--- src/rtl/apu_port_pkg.sv ---
// Shared definitions for the APU controller port models:
// button bit positions, default shift length and the pad FSM states.
package apu_port_pkg;
  localparam int BTN_A      = 0;
  localparam int BTN_B      = 1;
  localparam int BTN_SELECT = 2;
  localparam int BTN_START  = 3;
  localparam int BTN_UP     = 4;
  localparam int BTN_DOWN   = 5;
  localparam int BTN_LEFT   = 6;
  localparam int BTN_RIGHT  = 7;

  localparam int SHIFT_LEN_DEF = 8;

  typedef enum logic {
    ST_LATCH = 1'b0,
    ST_SHIFT = 1'b1
  } pad_state_t;
endpackage

--- src/rtl/port_sync_edge.sv ---
// N-stage synchronizer with a one-cycle rising-edge pulse.
// The extra flop after the last stage only serves edge detection.
module port_sync_edge #(
  parameter int   STAGES  = 2,
  parameter logic RST_VAL = 1'b0
) (
  input  logic clk,
  input  logic rst,
  input  logic d,
  output logic q,
  output logic rise
);
  logic [STAGES-1:0] sr;
  logic              prev;

  // synchronizer chain plus delayed copy for edge detection
  always_ff @(posedge clk or posedge rst) begin
    if (rst) begin
      sr   <= {STAGES{RST_VAL}};
      prev <= RST_VAL;
    end else begin
      sr[0] <= d;
      for (int i = 1; i < STAGES; i++) sr[i] <= sr[i-1];
      prev <= sr[STAGES-1];
    end
  end

  assign q    = sr[STAGES-1];
  assign rise = sr[STAGES-1] & ~prev;
endmodule

--- src/rtl/joypad_port_responder.sv ---
// Standard pad model behind the APU controller port (4021-style PISO).
// OUT0 high loads the buttons; each completed read (n_IN0 rising) shifts
// one bit toward D0; after SHIFT_LEN reads D0 returns FILL_VALUE.
// Optional turbo on A/B is enabled with the macro JOYPAD_TURBO_EN.
import apu_port_pkg::*;

module joypad_port_responder #(
  parameter int SYNC_STAGES = 2,
  parameter int SHIFT_LEN   = SHIFT_LEN_DEF,
  parameter int FILL_VALUE  = 1
`ifdef JOYPAD_TURBO_EN
  ,
  parameter int TURBO_HALF  = 4096
`endif
) (
  input  logic                 CLK,
  input  logic                 RES,
  input  logic                 OUT0,
  input  logic                 n_IN0,
  input  logic [SHIFT_LEN-1:0] BTN,
`ifdef JOYPAD_TURBO_EN
  input  logic                 TURBO_A,
  input  logic                 TURBO_B,
`endif
  output logic                 D0,
  output logic                 D0_OE
);
  localparam int   CW   = $clog2(SHIFT_LEN + 1);
  localparam logic FILL = 1'(FILL_VALUE);

  logic strb_s, strb_rise;
  logic nrd_s, rd_end;

  port_sync_edge #(.STAGES(SYNC_STAGES), .RST_VAL(1'b0)) u_strb_sync (
    .clk (CLK),
    .rst (RES),
    .d   (OUT0),
    .q   (strb_s),
    .rise(strb_rise)
  );

  port_sync_edge #(.STAGES(SYNC_STAGES), .RST_VAL(1'b1)) u_rd_sync (
    .clk (CLK),
    .rst (RES),
    .d   (n_IN0),
    .q   (nrd_s),
    .rise(rd_end)
  );

  assign D0_OE = ~nrd_s;

  logic [SHIFT_LEN-1:0] load;

`ifdef JOYPAD_TURBO_EN
  logic [12:0] turbo_cnt;
  logic        turbo_phase;

  // free-running turbo square wave, TURBO_HALF cycles per half-period
  always_ff @(posedge CLK or posedge RES) begin
    if (RES) begin
      turbo_cnt   <= '0;
      turbo_phase <= 1'b0;
    end else if (turbo_cnt == 13'(TURBO_HALF - 1)) begin
      turbo_cnt   <= '0;
      turbo_phase <= ~turbo_phase;
    end else begin
      turbo_cnt <= turbo_cnt + 13'd1;
    end
  end

  // turbo only affects what gets latched, never an in-flight shift
  always_comb begin
    load        = BTN;
    load[BTN_A] = BTN[BTN_A] | (TURBO_A & turbo_phase);
    load[BTN_B] = BTN[BTN_B] | (TURBO_B & turbo_phase);
  end
`else
  assign load = BTN;
`endif

  pad_state_t           state;
  logic [SHIFT_LEN-1:0] sreg, sreg_nxt;
  logic [CW-1:0]        cnt, cnt_nxt;
  logic                 d0_nxt;

  // next shifter/count: strobe wins over a concurrent read end
  always_comb begin
    sreg_nxt = sreg;
    cnt_nxt  = cnt;
    if (strb_s) begin
      sreg_nxt = load;
      cnt_nxt  = '0;
    end else if (rd_end) begin
      sreg_nxt = {FILL, sreg[SHIFT_LEN-1:1]};
      if (cnt != CW'(SHIFT_LEN)) cnt_nxt = cnt + CW'(1);
    end
    d0_nxt = (cnt_nxt == CW'(SHIFT_LEN)) ? FILL : sreg_nxt[0];
  end

  // pad FSM with registered shifter, count and D0
  always_ff @(posedge CLK or posedge RES) begin
    if (RES) begin
      state <= ST_SHIFT;
      sreg  <= '0;
      cnt   <= '0;
      D0    <= 1'b0;
    end else begin
      case (state)
        ST_LATCH: if (!strb_s)   state <= ST_SHIFT;
        ST_SHIFT: if (strb_rise) state <= ST_LATCH;
        default:                 state <= ST_SHIFT;
      endcase
      sreg <= sreg_nxt;
      cnt  <= cnt_nxt;
      D0   <= d0_nxt;
    end
  end
endmodule

--- config.mk ---
export PLATFORM = sky130hd
export DESIGN_NAME = joypad_port_responder
export DESIGN_NICKNAME = d
export VERILOG_FILES = /design/src/rtl/apu_port_pkg.sv /design/src/rtl/port_sync_edge.sv /design/src/rtl/joypad_port_responder.sv
export SDC_FILE = /design/constraint.sdc
export NUM_CORES = 1
export LEC_CHECK = 0
export ABC_AREA = 1
export BUFFER_PORTS_ARGS = -buffer_cell sky130_fd_sc_hd__buf_4
export CORE_MARGIN = 2
export CORE_UTILIZATION = 35
export DETAILED_ROUTE_END_ITERATION = 16
export GPL_ROUTABILITY_DRIVEN = 0
export PLACE_DENSITY = 0.63
export SYNTH_ARGS = -nofsm -noshare
export SYNTH_HDL_FRONTEND = slang
export SYNTH_SLANG_ARGS = --single-unit
--- constraint.sdc ---
create_clock -name CLK -period 2.6 [get_ports CLK]
set_input_delay 0.52 -clock CLK [delete_from_list [all_inputs] [get_ports CLK]]
set_output_delay 0.52 -clock CLK [all_outputs]
set_load 0.02 [all_outputs]
==> results of run 1 <==
-- metrics by stage --
stage               instance area [um2]  worst slack [ns]
floorplan                           868              1.29
global placement                    976              1.18
detailed placement                  976              1.17
CTS                                1010             0.978
global route                       1010             0.948
finish                             1010             0.996
-- path summary, 6_finish.rpt --
check / slack, ns / startpoint / end / cells past startpoint
min in group CLK: 0.32 / n_IN0 / u_rd_sync.sr[0] / 1
min reg2reg: 0.36 / u_strb_sync.sr[0] / u_strb_sync.sr[1] / 0
max: 1.0 / u_rd_sync.sr[1] / D0_OE / 2
max in group asynchronous: 1.85 / RES / D0 / 2
min: 0.32 / RES / sreg[4] / 2
max reg2reg: 1.17 / u_rd_sync.sr[1] / D0 / 8
-- final cells by class --
type                    instances  area, um2
fillers                       234       1400
repair buffers                 13       97.6
well taps                      30       37.5
flip-flops and latches         18        454
multi-input cells              52        334
inverters                      14       52.6
clock buffers                   4       36.3
-- cells by family after synthesis --
logic type | count (synthesis) | synth area share
AO/OA/AOI/OAI | 10 | 0.0965
adder cells (fa/ha/maj) | 2 | 0.0288
buffers and inverters | 17 | 0.0922
flip-flops | 18 | 0.523
AND/OR/NAND/NOR | 40 | 0.259
-- layer usage --
| layer | part of all wire | wire length, um |
|---|---|---|
| met1 | 0.46 | 642 |
| met2 | 0.49 | 681 |
| met3 | 0.033 | 46 |
| met4 | 0.021 | 29 |
| met5 | 0 | 0 |
-- worst register-to-register path: stages, from the launching register on --
cell and delay (ns):
dfstp_2 0.58, inv_2 0.06, nor2_4 0.30, nand3_1 0.12, nand2_1 0.11, nor2_4 0.04, nor2_2 0.07, nand2_1 0.05
nand2_1 0.04
-- report_power, final --
group | internal (mW) | switching (mW) | leakage (nW)
Clock | 0.0854 | 0.0847 | 0.0210
Sequential | 0.302 | 0.0125 | 0.217
Combinational | 0.0316 | 0.0408 | 0.272
-- sequential cells by signal, summed over array words and instances (netlist names) --
register,count
u_rd_sync.sr,2
D0,1
u_rd_sync.prev,1
sreg,8
cnt,4
u_strb_sync.sr,2
-- cells in the final DEF, fill, tap and decap left out, types with 2 or more instances in the layout --
| cell type | count |
|---|---|
| nand3_1 | 12 |
| clkbuf_4 | 3 |
| nor2_2 | 3 |
| buf_4 | 13 |
| inv_1 | 12 |
| inv_2 | 2 |
| nor2_1 | 2 |
| dfrtp_1 | 15 |
| nand2_2 | 2 |
| o211ai_1 | 3 |
| o311ai_1 | 2 |
| dfstp_2 | 3 |
| nor2_4 | 2 |
| ha_1 | 2 |
| nand2_1 | 15 |
==> metrics.log, run 1 <==
INFO  metric worstPathCellList = inv_2, buf_4
INFO  metric global_route.usage.total = 0.127
INFO  metric cts_root_buf = clkbuf_4
INFO  metric fin_util = 0.420
INFO  metric fp.coreArea = 2410 um2
INFO  metric post_synth.cell_area_avg = 9.98 um2
INFO  metric grt_start_max_net_pins = 19
INFO  metric status = completed
INFO  metric worst_ep_arrival_time = 1.08 ns
INFO  metric setup-tns-final = 0 ns
INFO  metric required = 2.08 ns
INFO  metric clk_latency_worst_skew_pair = 0.29 ns
INFO  metric htree_num_levels = 1
INFO  metric hold_violations = 0
INFO  metric postCtsHoldBufs = 0
INFO  metric start_kind = flop
INFO  metric placed_cells = 127
INFO  metric via_count_of_the_first_global_routing_pass = 623
INFO  metric synth.yosys.warnings = 0
INFO  metric critical_path.slowest_cell = dfstp_2
INFO  metric finish.net_count = 116
INFO  metric irDropWorstVdd = 313 uV
INFO  metric power_after_layout = 0.557 mW
INFO  metric antenna_left = 0
INFO  metric leakagePower = 0.510 nW
INFO  metric min_period_over_period = 0.617
INFO  metric syn_inst = 87
INFO  metric stdcell_count = 131
INFO  metric synthTopCellsByCount = 15 x dfrtp_1, 15 x nand2_1, 12 x inv_1, 12 x nand3_1
INFO  metric synth-seq-area-share = 0.523
INFO  metric p_per_cell_area = 550 nW/um2
INFO  metric clock_path_buffers = 2
INFO  metric synth.area.top_cells = dfrtp_1 43%, dfstp_2 9.1%, nand3_1 6.9%
INFO  metric tritoncts = done
INFO  metric cts_inserted_buffers = 3
INFO  metric rsz0062_at_grt = no
INFO  metric drcViolationCount = 0
INFO  metric netlist.top_cell.by_area = dfrtp_1
INFO  metric detailed_place_hpwl = 1040 um
INFO  metric num_vias = 619
INFO  metric achievable-frequency = 0.624 GHz
INFO  metric hp-class = input pin to async pin
INFO  metric worst_clock_skew = 0.00455 ns
INFO  metric floorplan.initialDensity = 0.360
INFO  metric die-height = 53.8 um
INFO  metric path_buf_inv = 2
INFO  metric synth.ff_latch_count = 18
INFO  metric synth_top_cell_area_share = 0.432
INFO  metric antenna_cells_inserted = 0
INFO  metric detailedRoute.firstPassIterationCount = 4
INFO  metric top_usage_layer = met2
INFO  metric clk_pin_slew = 0.10 ns
INFO  metric drt_iter0_markers = 11
INFO  metric grt_overflow = 0
INFO  metric grt_util_met3 = 0.0167
INFO  metric worst_setup_path_end_kind = output pin
INFO  metric row_count = 18
INFO  metric mapped_area = 868 um2
INFO  metric die_w = 53.8 um
INFO  metric clock-sinks = 18
INFO  metric postSynth.asyncResetShare = 1.00
INFO  metric timing.setup.critical_path_class = flop to output pin
INFO  metric timing.final.crit_period = 1.60 ns
INFO  metric worstMarginPinSlew = 0.672 ns
INFO  metric total_routed_wirelength = 1400 um
INFO  metric yosysUniqueCellTypes = 24
INFO  metric layout-area-overhead-vs-synth = 16.6%
INFO  metric finalSetupViolations = 0
INFO  metric post_cts.resized_instances = 0
INFO  metric mappedNetlistNets = 101
INFO  metric worst_slew_margin_rel = 0.551
INFO  metric use_met2 = 0.203
INFO  metric routed_wire_length_per_instance = 10.7 um
INFO  metric viasPerCell = 4.73
INFO  metric cap_violations = 0
INFO  metric placement.io_buffers = 13
INFO  metric postCtsSetupRepairBufs = 0
INFO  metric cpLargestDelayFamily = flip-flops
INFO  metric synth-edff-count = 0
INFO  metric final.hold.worst_slack = 0.316 ns
INFO  metric grt_antenna_before_repair = 0
INFO  metric io-pin-count = 14
INFO  metric grt_first_pass_wirelength = 2590 um
INFO  metric grtUsageMet1 = 0.167
INFO  metric die-area = 2900 um2
INFO  metric timing.critical_path.fanout_max = 5
INFO  metric final_max_slew_viol_count = 0
INFO  metric slowest_delay = 0.58 ns
INFO  metric drive_gt1_frac = 0.347
INFO  metric ys.flop_type = dfrtp_1
Power figures use the tool's default switching activity.
==> run 2: changes to the inputs <==
- PLACE_DENSITY: 0.63 -> 0.65
- clock period: 2.6 -> 1.45 ns (I/O delays scaled with it)
==> run 2 against run 1 <==
Effect of this change: flip-flop and latch count is the same; worst hold slack got worse by 0.23 ns; combinational power rose by 130%; register-to-register slack worse by 1.1 ns; core utilization rose by 4.3 points; largest cell class unchanged.
==> metrics.log, run 2 (synthesis gave the netlist of run 1 again) <==
INFO  metric r2r_cells = 8
INFO  metric timing.setup.critical_path_class = flop to flop
INFO  metric floorplan.initialDensity = 0.360
INFO  metric power.net_switching = 0.258 mW
INFO  metric worstMarginPinSlew = 0.270 ns
INFO  metric setup_slack = 0.0533 ns
INFO  metric clk_latency_worst_skew_pair = 0.30 ns
INFO  metric setup-tns-final = 0 ns
INFO  metric worst_flop_to_flop_path_endpoint = D0
INFO  metric clk_pin_slew = 0.10 ns
INFO  metric finalSetupViolations = 0
INFO  metric irDropWorstVdd = 667 uV
INFO  metric total_routed_wirelength = 1620 um
INFO  metric cts_root_buf = clkbuf_4
INFO  metric reg2reg_setup_slack = 0.05 ns
INFO  metric viasPerCell = 4.75
INFO  metric final.hold.worst_slack = 0.0896 ns
INFO  metric antenna_left = 0
INFO  metric required = 1.65 ns
INFO  metric worst_clock_skew = 0.00340 ns
INFO  metric largestRegisters = sreg: 8 flops, cnt: 4 flops
INFO  metric most-common-layout-cells = 24 x buf_4, 15 x dfrtp_1, 15 x nand2_1
INFO  metric io-pin-count = 14
INFO  metric via_count_of_the_first_global_routing_pass = 626
INFO  metric drt_iter0_markers = 10
INFO  metric path_buf_inv = 2
INFO  metric p_sw_frac = 0.249
INFO  metric tritoncts = done
INFO  metric die-area = 2900 um2
INFO  metric leakagePower = 0.574 nW
INFO  metric antenna_cells_inserted = 0
INFO  metric worst_slew_margin_rel = 0.820
INFO  metric drcViolationCount = 0
INFO  metric die-height = 53.8 um
INFO  metric grt_start_max_net_pins = 19
INFO  metric placed_cells = 131
INFO  metric row_count = 18
INFO  metric stdcell_count = 144
INFO  metric fp.coreArea = 2410 um2
INFO  metric worst_ep_arrival_time = 1.59 ns
INFO  metric rsz0062_at_grt = yes
INFO  metric layout-area-overhead-vs-synth = 28.5%
INFO  metric clock-sinks = 18
INFO  metric status = completed
INFO  metric power.sequential.fraction = 0.543
INFO  metric timing.final.crit_period = 1.40 ns
INFO  metric hp-class = input pin to flop
INFO  metric critical_path.slowest_cell = dfstp_2
INFO  metric cts_inserted_buffers = 3
INFO  metric num_vias = 684
INFO  metric detailed_place_hpwl = 1120 um
INFO  metric power_report.internal_total = 0.776 mW
INFO  metric global_route.usage.total = 0.125
INFO  metric min_period_over_period = 0.963
INFO  metric dp_slack = 0.0430 ns
INFO  metric clock_path_buffers = 2
INFO  metric final_max_slew_viol_count = 0
INFO  metric fill_cells = 227
INFO  metric cap_violations = 0
INFO  metric worstPathCellList = inv_2, nor2_4, buf_4, o21ai_2, nor2_2, nor2_2, nand2_1, nand2_1
INFO  metric slowest_delay = 0.58 ns
INFO  metric min_from = n_IN0
INFO  metric share_comb_of_total_power = 0.161
INFO  metric grt_first_pass_wirelength = 2540 um
INFO  metric max_flop_register = sreg
INFO  metric timing.critical_path.fanout_max = 6
INFO  metric grt_overflow = 0
INFO  metric achievable-frequency = 0.716 GHz
INFO  metric largest_register_ffs = 8
INFO  metric htree_num_levels = 1
INFO  metric drive_gt1_frac = 0.412
INFO  metric whs_path_depth = 1
INFO  metric cpLargestDelayFamily = flip-flops
INFO  metric worstReg2RegStart = u_rd_sync.sr[1]
INFO  metric worst_setup_path_startpoint = u_rd_sync.sr[1]
INFO  metric layout.cells.most_common = buf_4
INFO  metric routed_wire_length_per_instance = 11.2 um
INFO  metric detailedRoute.firstPassIterationCount = 5
INFO  metric p_per_cell_area = 927 nW/um2
INFO  metric placement.io_buffers = 13
INFO  metric worst_setup_path_end_kind = flop
INFO  metric die_w = 53.8 um
INFO  metric worstHoldEndpoint = u_rd_sync.sr[0]
INFO  metric hold_violations = 0
INFO  metric grt_antenna_before_repair = 0
INFO  metric clock_power_share = 0.297
INFO  metric finish.net_count = 129
INFO  metric start_kind = flop
==> run 2: layout make-up <==
type | instances | area [um2] | share of cell area
flip-flops and latches | 18 | 454 | 0.407
multi-input cells | 52 | 334 | 0.299
repair buffers | 26 | 201 | 0.180
well taps | 30 | 37.5 | 0.0336
clock buffers | 4 | 36.3 | 0.0325
inverters | 14 | 52.6 | 0.0471
==> run 2: power by group through the flow <==
stage	combinational (mW)	sequential, mW	clock [mW]
2_1_floorplan	0.0938	0.571	0
4_1_cts	0.148	0.562	0.323
3_5_place_dp	0.145	0.572	0
3_3_place_gp	0.142	0.572	0
5_1_grt	0.184	0.565	0.336
6_report	0.166	0.561	0.307
==> run 2: timing repair <==
action / CTS / global route
resized for setup: 0 / 1
buffers inserted: 0 / 8
setup endpoints to repair: 0 / 1
hold buffers: 1 / 0
endpoints found under the hold margin: 7 / 0
==> run 2: per-layer routing <==
layer,track usage,wire length [um],vias up
li1,-,-,333
met3,0.0278,80,5
met4,0.0897,44,0
met2,0.217,810,20
met1,0.133,680,326
met5,0,0,-
==> run 2: per-stage QoR <==
stage                     instance area (um2)  utilization  total power, mW
after global routing                     1120        0.463             1.09
after CTS                                1050        0.437             1.03
after floorplan                           868            -            0.664
after global placement                   1010        0.417            0.714
after detailed placement                 1010        0.417            0.717
final                                    1120        0.463             1.03
==> run 2: worst max path at each step <==
| stage | to | slack, ns | depth (start not counted) |
|---|---|---|---|
| 2_1_floorplan | D0 | 0.14 | 9 |
| 3_3_place_gp | D0 | 0.08 | 8 |
| 3_5_place_dp | D0 | 0.04 | 8 |
| 4_1_cts | D0 | 0.01 | 8 |
| 5_1_grt | D0 | -0.02 | 9 |
| 6_report | D0 | 0.05 | 8 |
==> run 3: changes to the inputs <==
- ABC_AREA: 1 -> not set
==> run 3 against run 2 <==
Effect of this change: register-to-register slack about the same; area after synthesis down 3.0%; non-clock buffer count shrank 5; maximum frequency shrank 0.46%.
==> metrics.log, run 3 <==
INFO  metric status = completed
INFO  metric critical_path.slowest_cell = dfrtp_1
INFO  metric grt_start_max_net_pins = 19
INFO  metric final_max_slew_viol_count = 0
INFO  metric timing.setup.critical_path_class = flop to flop
INFO  metric detailed_place_hpwl = 1010 um
INFO  metric post_synth.cell_area_avg = 10.9 um2
INFO  metric yosys.cell_count.top_type = dfrtp_1
INFO  metric leakagePower = 0.524 nW
INFO  metric synth.ff_latch_count = 18
INFO  metric cap_violations = 0
INFO  metric stdcell_count = 126
INFO  metric worstHoldEndpoint = u_rd_sync.sr[0]
INFO  metric layout-area-overhead-vs-synth = 28.5%
INFO  metric synth_top_cell_area_share = 0.446
INFO  metric layout.cells.most_common = buf_4
INFO  metric finalSetupViolations = 0
INFO  metric power.net_switching = 0.247 mW
INFO  metric synth-seq-area-share = 0.539
INFO  metric yosysUniqueCellTypes = 23
INFO  metric die-area = 2810 um2
INFO  metric global_route.usage.total = 0.124
INFO  metric cts_root_buf = clkbuf_4
INFO  metric clk_latency_worst_skew_pair = 0.29 ns
INFO  metric p_sw_frac = 0.239
INFO  metric clock_path_buffers = 2
INFO  metric synthTopCellsByCount = 15 x dfrtp_1, 14 x nand2_1, 8 x mux2i_1, 7 x o21ai_0, 6 x inv_1
INFO  metric viasPerCell = 4.76
INFO  metric antenna_cells_inserted = 0
INFO  metric netlist.top_cell.by_area = dfrtp_1
INFO  metric postSynth.asyncResetShare = 1.00
INFO  metric largest_register_ffs = 8
INFO  metric achievable-frequency = 0.713 GHz
INFO  metric min_period_over_period = 0.968
INFO  metric max_flop_register = sreg
INFO  metric timing.critical_path.fanout_max = 3
INFO  metric via_count_of_the_first_global_routing_pass = 567
INFO  metric min_from = n_IN0
INFO  metric detailedRoute.firstPassIterationCount = 4
INFO  metric grt_first_pass_wirelength = 2460 um
INFO  metric placed_cells = 119
INFO  metric ys.flop_type = dfrtp_1
INFO  metric die_w = 53.1 um
INFO  metric mappedNetlistNets = 91
INFO  metric slowest_delay = 0.42 ns
INFO  metric most-common-layout-cells = 19 x buf_4, 15 x dfrtp_1, 13 x nand2_1
INFO  metric synth.area.top_cells = dfrtp_1 45%, mux2i_1 9.5%, dfstp_2 9.4%
INFO  metric mapped_area = 842 um2
INFO  metric worstMarginPinSlew = 0.335 ns
INFO  metric worst_clock_skew = 0.00799 ns
INFO  metric antenna_left = 0
INFO  metric num_vias = 600
INFO  metric worst_slew_margin_rel = 0.776
INFO  metric worst_flop_to_flop_path_endpoint = D0
INFO  metric die-height = 53.1 um
INFO  metric largestRegisters = sreg: 8 flops, cnt: 4 flops
INFO  metric timing.final.crit_period = 1.40 ns
INFO  metric placement.io_buffers = 13
INFO  metric synth.yosys.warnings = 0
INFO  metric floorplan.initialDensity = 0.377
INFO  metric start_kind = flop
INFO  metric drt_iter0_markers = 10
INFO  metric worst_ep_arrival_time = 1.61 ns
INFO  metric drcViolationCount = 0
INFO  metric routed_wire_length_per_instance = 11.4 um
INFO  metric required = 1.66 ns
INFO  metric cpLargestDelayFamily = compound AO/OA/AOI/OAI gates
INFO  metric p_per_cell_area = 952 nW/um2
INFO  metric worstReg2RegStart = cnt[0]
INFO  metric synth-edff-count = 0
INFO  metric total_routed_wirelength = 1430 um
INFO  metric whs_path_depth = 1
INFO  metric clk_pin_slew = 0.10 ns
INFO  metric rsz0062_at_grt = yes
INFO  metric worstPathCellList = inv_2, ha_4, nand2_4, a2111oi_4, nor3_2, o31ai_2
INFO  metric power_report.internal_total = 0.784 mW
INFO  metric finish.net_count = 113
INFO  metric hp-class = input pin to flop
INFO  metric cts_inserted_buffers = 3
INFO  metric r2r_cells = 6
INFO  metric row_count = 17
INFO  metric irDropWorstVdd = 622 uV
INFO  metric io-pin-count = 14
INFO  metric fp.coreArea = 2230 um2
INFO  metric clock_power_share = 0.295
INFO  metric power.sequential.fraction = 0.548
INFO  metric syn_inst = 77
INFO  metric clock-sinks = 18
INFO  metric tritoncts = done
INFO  metric grt_antenna_before_repair = 0
INFO  metric htree_num_levels = 1
INFO  metric hold_violations = 0
INFO  metric reg2reg_setup_slack = 0.05 ns
INFO  metric share_comb_of_total_power = 0.157
INFO  metric fin_util = 0.485
INFO  metric worst_setup_path_end_kind = flop
INFO  metric drive_gt1_frac = 0.367
INFO  metric path_buf_inv = 1
INFO  metric grt_overflow = 0
-- run 3: changes by cell type after synthesis, moves of 3 or more --
cell      change
inv_1         -6
mux2i_1       +8
nand3_1      -12
nor2_2        -3
nor3_1        +3
o211ai_1      -3
o21ai_0       +7
-- run 3: power by group through the flow --
stage	clock, mW	combinational (mW)	sequential [mW]
floorplan	0	0.0919	0.571
global placement	0	0.143	0.574
detailed placement	0	0.146	0.575
CTS	0.314	0.159	0.565
global route	0.343	0.180	0.568
finish	0.304	0.162	0.564
-- run 3: through the flow --
stage	total power [mW]	hold WS (ns)	worst slack, ns	cell area, um2	TNS, ns
2_1_floorplan	0.663	0.226	0.0348	842	0
3_5_place_dp	0.721	0.327	-0.0457	993	-0.0457
3_3_place_gp	0.717	0.322	0.0167	993	0
5_1_grt	1.09	0.0778	-0.0396	1080	-0.0396
6_report	1.03	0.104	0.0469	1080	0
4_1_cts	1.04	0.0916	0.00857	1070	0
-- run 3: final cells by class --
| class | instances | area [um2] |
|---|---|---|
| Tap cell | 28 | 35.0 |
| Clock buffer | 4 | 36.3 |
| Fill cell | 212 | 1150 |
| Multi-Input combinational cell | 49 | 362 |
| Sequential cell | 18 | 454 |
| Timing Repair Buffer | 21 | 173 |
| Inverter | 6 | 22.5 |
-- run 3: layer usage --
metal | track usage | vias to the layer above | wire (um) | part of all wire
met5 | 0 | - | 0 | 0
li1 | - | 295 | - | -
met3 | 0.0169 | 2 | 38 | 0.027
met1 | 0.159 | 295 | 641 | 0.45
met4 | 0.0769 | 0 | 10 | 0.0070
met2 | 0.196 | 8 | 739 | 0.52
-- run 3: logic make-up (layout without fill, tap and decap cells) --
| kind of cell | Yosys count | after routing | share of synthesized area |
|---|---|---|---|
| AO/OA/AOI/OAI | 13 | 13 | 0.116 |
| adder cells (fa/ha/maj) | 2 | 2 | 0.0297 |
| XOR/XNOR | 1 | 1 | 0.0104 |
| flip-flops | 18 | 18 | 0.539 |
| multiplexers | 8 | 8 | 0.0951 |
| buffers and inverters | 10 | 31 | 0.0639 |
| AND/OR/NAND/NOR | 25 | 25 | 0.146 |
-- run 3: worst max-delay path by stage --
stage,from,cells past startpoint,slack [ns],endpoint
2_1_floorplan,cnt[0],5,0.03,D0
3_3_place_gp,cnt[1],5,0.02,D0
3_5_place_dp,cnt[1],5,-0.05,D0
4_1_cts,cnt[0],6,0.009,D0
5_1_grt,cnt[1],5,-0.04,D0
6_report,cnt[0],6,0.05,D0
-- run 3: timing repair --
action / CTS / global route
cloned: 0 / 0
setup endpoints to repair: 1 / 2
hold buffers: 1 / 0
gates resized for setup: 2 / 5
hold endpoints to repair: 1 / 0
setup buffers: 2 / 0
